--- src/rtl/decode_frontend.sv ---
// Decode front end: one-entry decode stage between fetch and execute.
// Optional perf counters are built only when DECODE_PERF_EN is defined.
module decode_frontend (
   input  logic        clk,
   input  logic        rstn,
   input  logic        FD_valid,
   input  logic [32:0] FD_BUS,
   input  logic [31:0] inst_sram_rdata,
   input  logic        D_flush,
   input  logic        E_allowin,
   output logic        D_allowin,
   output logic        DE_valid,
   output logic [63:0] DE_BUS,
   output logic [31:0] perf_issue_cnt,
   output logic [31:0] perf_stall_cnt
);

   // state    | meaning
   // EMPTY    | no instruction in decode
   // FRESH    | first cycle after accept, inst comes live from the SRAM
   // HELD     | stalled, inst comes from inst_hold_q
   localparam logic [1:0] ST_EMPTY = 2'd0;
   localparam logic [1:0] ST_FRESH = 2'd1;
   localparam logic [1:0] ST_HELD  = 2'd2;

   logic [1:0]  state_q, state_d;
   logic [31:0] pc_q, pc_d;
   logic [31:0] inst_hold_q, inst_hold_d;
   logic        d_valid;
   logic        d_ready_go;
   logic        accept;
   logic        take;
   logic [31:0] d_inst;

   assign d_valid    = (state_q == ST_FRESH) || (state_q == ST_HELD);
   assign d_ready_go = 1'b1;
   // While rstn is low the stage is treated as empty so fetch never sees backpressure.
   assign D_allowin  = !rstn || !d_valid || (d_ready_go && E_allowin);
   assign accept     = FD_valid && FD_BUS[0] && D_allowin;
   assign take       = accept && !D_flush;

   always_comb begin
      state_d     = state_q;
      pc_d        = pc_q;
      inst_hold_d = inst_hold_q;
      if (take) begin
         pc_d = FD_BUS[32:1];
      end
      if (D_flush) begin
         state_d = ST_EMPTY;
      end else begin
         case (state_q)
            ST_EMPTY: state_d = accept ? ST_FRESH : ST_EMPTY;
            ST_FRESH: begin
               if (E_allowin) begin
                  state_d = accept ? ST_FRESH : ST_EMPTY;
               end else begin
                  state_d     = ST_HELD;
                  inst_hold_d = inst_sram_rdata;
               end
            end
            ST_HELD: begin
               if (E_allowin) begin
                  state_d = accept ? ST_FRESH : ST_EMPTY;
               end
            end
            default: state_d = ST_EMPTY;
         endcase
      end
   end

   always_ff @(posedge clk) begin
      if (!rstn) begin
         state_q     <= ST_EMPTY;
         pc_q        <= 32'h0;
         inst_hold_q <= 32'h0;
      end else begin
         state_q     <= state_d;
         pc_q        <= pc_d;
         inst_hold_q <= inst_hold_d;
      end
   end

   assign d_inst   = (state_q == ST_HELD) ? inst_hold_q : inst_sram_rdata;
   assign DE_valid = d_valid && d_ready_go && rstn;
   assign DE_BUS   = {pc_q, d_inst};

`ifdef DECODE_PERF_EN
   logic [31:0] perf_issue_q;
   logic [31:0] perf_stall_q;
   logic        issue_ev;
   logic        stall_ev;

   // A flushed instruction is discarded, so it never counts as issued.
   assign issue_ev = DE_valid && E_allowin && !D_flush;
   assign stall_ev = DE_valid && !E_allowin;

   always_ff @(posedge clk) begin
      if (!rstn) begin
         perf_issue_q <= 32'h0;
         perf_stall_q <= 32'h0;
      end else begin
         if (issue_ev) begin
            perf_issue_q <= perf_issue_q + 32'd1;
         end
         if (stall_ev) begin
            perf_stall_q <= perf_stall_q + 32'd1;
         end
      end
   end

   assign perf_issue_cnt = perf_issue_q;
   assign perf_stall_cnt = perf_stall_q;
`else
   assign perf_issue_cnt = 32'h0;
   assign perf_stall_cnt = 32'h0;
`endif

endmodule

--- config.mk ---
export PLATFORM = sky130hd
export DESIGN_NAME = decode_frontend
export DESIGN_NICKNAME = d
export VERILOG_FILES = /design/src/rtl/decode_frontend.sv
export SDC_FILE = /design/constraint.sdc
export NUM_CORES = 1
export LEC_CHECK = 0
export ABC_AREA = 1
export CAP_MARGIN = 20
export CORE_MARGIN = 2
export CORE_UTILIZATION = 41
export DETAILED_ROUTE_END_ITERATION = 8
export GPL_ROUTABILITY_DRIVEN = 0
export HOLD_SLACK_MARGIN = 0.02
export PLACE_DENSITY = 0.86
export SLEW_MARGIN = 20
export SYNTH_ARGS = -nofsm -noshare
export SYNTH_HDL_FRONTEND = slang
export SYNTH_SLANG_ARGS = --single-unit
--- constraint.sdc ---
create_clock -name clk -period 3.5 [get_ports clk]
set_input_delay 0.875 -clock clk [delete_from_list [all_inputs] [get_ports clk]]
set_output_delay 0.875 -clock clk [all_outputs]
set_load 0.02 [all_outputs]
==> results.toml <==
[worst_setup_path]
crit_fanout = 4
startpoint_type = "primary input"
cp.arrival_ns = 2.20
required_ns = 2.62
crit_path_end_kind = "primary output"
worstSetupPathType = "primary input to primary output"

[power_and_ir_drop]
clockPowerShare = 0.360
power.density_nw_per_um2 = 367.0
max-vdd-ir-drop_uv = 209.8
p_leak_nw = 2.053
combinationalPowerShare = 0.193
swShare = 0.2681
power.internal_mw = 1.271
seq_power_share = 0.448
p_sw_uw = 465.7

[routing]
avgViaCountPerCell = 4.726
drtPass1Iterations = 4
vias = 3360
ant_nets = 0
wl_per_cell_um = 12.33
remaining_drc_errors = 0
drtIter0Drc = 115
wl_um = 8766

[synth]
yosysUniqueCellTypes = 22
yosys_warnings = 0
avgSynthCellArea_um2 = 7.095
netlist_area_um2 = 3427
synthCells = 483
ys_seq_area_frac = 0.3855
ys_ff_latch = 66

[global_route]
grt_pass1_vias = 3064
grt_max_degree = 36
grt_pass1_wl_um = 13670
grt_usage = 0.1903
grt_overflow = 0
antenna_found_initial = 0

[floorplan]
rows = 33
core_area_um2 = 8175
start_util = 0.4192
dieHeight_um = 95.43
ios = 200
die_x_um = 95.43
dieArea_um2 = 9106

[layout]
nets = 677
drive_gt1_frac = 0.04620
fill_cells = 756
final_cells = 711
mostFrequentLayoutCell = "clkdlybuf4s50_1"
layout_common_cells = "clkdlybuf4s50_1, nand2_1, dfxtp_1"
area_growth_pct = 38.12
antennaDiodeCount = 0
final_cell_area_um2 = 4733

[timing]
timing.hold.ws_ns = 0.4598
fmax_mhz = 324.9
grt_setup_unrepaired = "false"
hold_violations = 0
period_share = 0.8793
period_minus_slack_ns = 3.077
max_slew_margin = 0.3231
clock_skew_ns = 0.007836
tightest_slew_ns = 1.014
drv_slew = 0
setup_tns_ns = 0
finalSetupViolations = 0

[flow_run]
cap_violations = 0

[cts]
cts_tree = "built"
root_buffer = "clkbuf_8"
holdBufCountCts = 0
cts.sinks = 66
post_cts_buffers = 0
path_clk_slew_ns = 0.06
cts_buffer_depth = 2
htreeDepth = 3
cts_buffers = 9
clk_latency_ns = 0.33
cts_resized = 0

[placed_design]
placed_area_um2 = 4542
numPortBuffers = 135
hpwl_um = 6261
placed_cells = 697

[min_path]
hp-class = "register to register"

[run_status]
outcome = "finished clean"
-- worst paths after layout --
check,cells after the start,slack (ns),end,from
setup / recovery,4,0.42,DE_valid,rstn
hold / removal,2,0.46,pc_q[9],pc_q[9]
setup reg to reg,7,1.46,pc_q[23],state_q[0]
hold reg to reg,2,0.46,pc_q[9],pc_q[9]
-- layer usage --
| metal | up-vias | wire, um | GRT usage |
|---|---|---|---|
| met2 | 156 | 4220 | 0.3374 |
| met1 | 1532 | 3602 | 0.2073 |
| met5 | - | 0 | 0 |
| li1 | 1661 | - | - |
| met4 | 0 | 121 | 0.07500 |
| met3 | 11 | 822 | 0.06640 |
-- registers in the layout, indices dropped and copies added, names as in the netlist --
register and count:
inst_hold_q 32, pc_q 32, state_q 2
-- cell usage after synthesis --
cell type  count  share of area
nor2_1        65          0.071
o21ai_0       31          0.045
o21a_1         1         0.0022
nand2_2        1         0.0018
a21oi_1       34          0.050
buf_2         17          0.025
o21ai_1        3         0.0044
inv_1          9         0.0099
nand3_1        2         0.0029
clkbuf_2       1         0.0015
dfxtp_1       66           0.39
buf_6          4          0.013
clkbuf_1       5         0.0055
nand2_1      132           0.14
ha_1           4          0.015
inv_2          3         0.0033
nand4_1       32          0.058
buf_4         65           0.14
nor2_4         1         0.0033
conb_1         1         0.0011
buf_1          4         0.0044
nand3_4        2          0.010
-- worst max-delay path, cell delays in order --
cell and delay [ns]:
clkdlybuf4s50_1 0.55, nand2_1 0.08, inv_1 0.05, clkdlybuf4s50_1 0.64
-- power groups by stage --
| stage | sequential (mW) | combinational [mW] | clock [mW] |
|---|---|---|---|
| after CTS | 0.777 | 0.334 | 0.648 |
| after global routing | 0.779 | 0.362 | 0.686 |
| after floorplan | 0.808 | 0.216 | 0 |
| final | 0.777 | 0.334 | 0.625 |
| after detailed placement | 0.794 | 0.332 | 0 |
| after global placement | 0.793 | 0.330 | 0 |
-- stage by stage --
step / utilization / worst slack, ns / total power, mW
after floorplan: - / 1.229 / 1.023
after global placement: 0.5556 / 0.4142 / 1.123
after detailed placement: 0.5556 / 0.4266 / 1.127
after CTS: 0.5790 / 0.4145 / 1.759
after global routing: 0.5790 / 0.2445 / 1.826
final: 0.5790 / 0.4226 / 1.737
-- cell type report --
class,count,area (um^2),area share
Clock buffer,11,151.4,0.03199
Clock inverter,3,40.04,0.008459
Inverter,12,45.04,0.009516
Multi-Input combinational cell,372,1640,0.3465
Sequential cell,66,1321,0.2791
Tap cell,105,131.4,0.02776
Timing Repair Buffer,142,1404,0.2966
-- cell families after synthesis --
group / synth area share
simple gates: 0.2924
buf+inv: 0.2048
compound gates: 0.1015
flops: 0.3855
fa+ha+maj: 0.01460
other cells: 0.001094
Note: power is estimated with default switching activity, not from simulation.
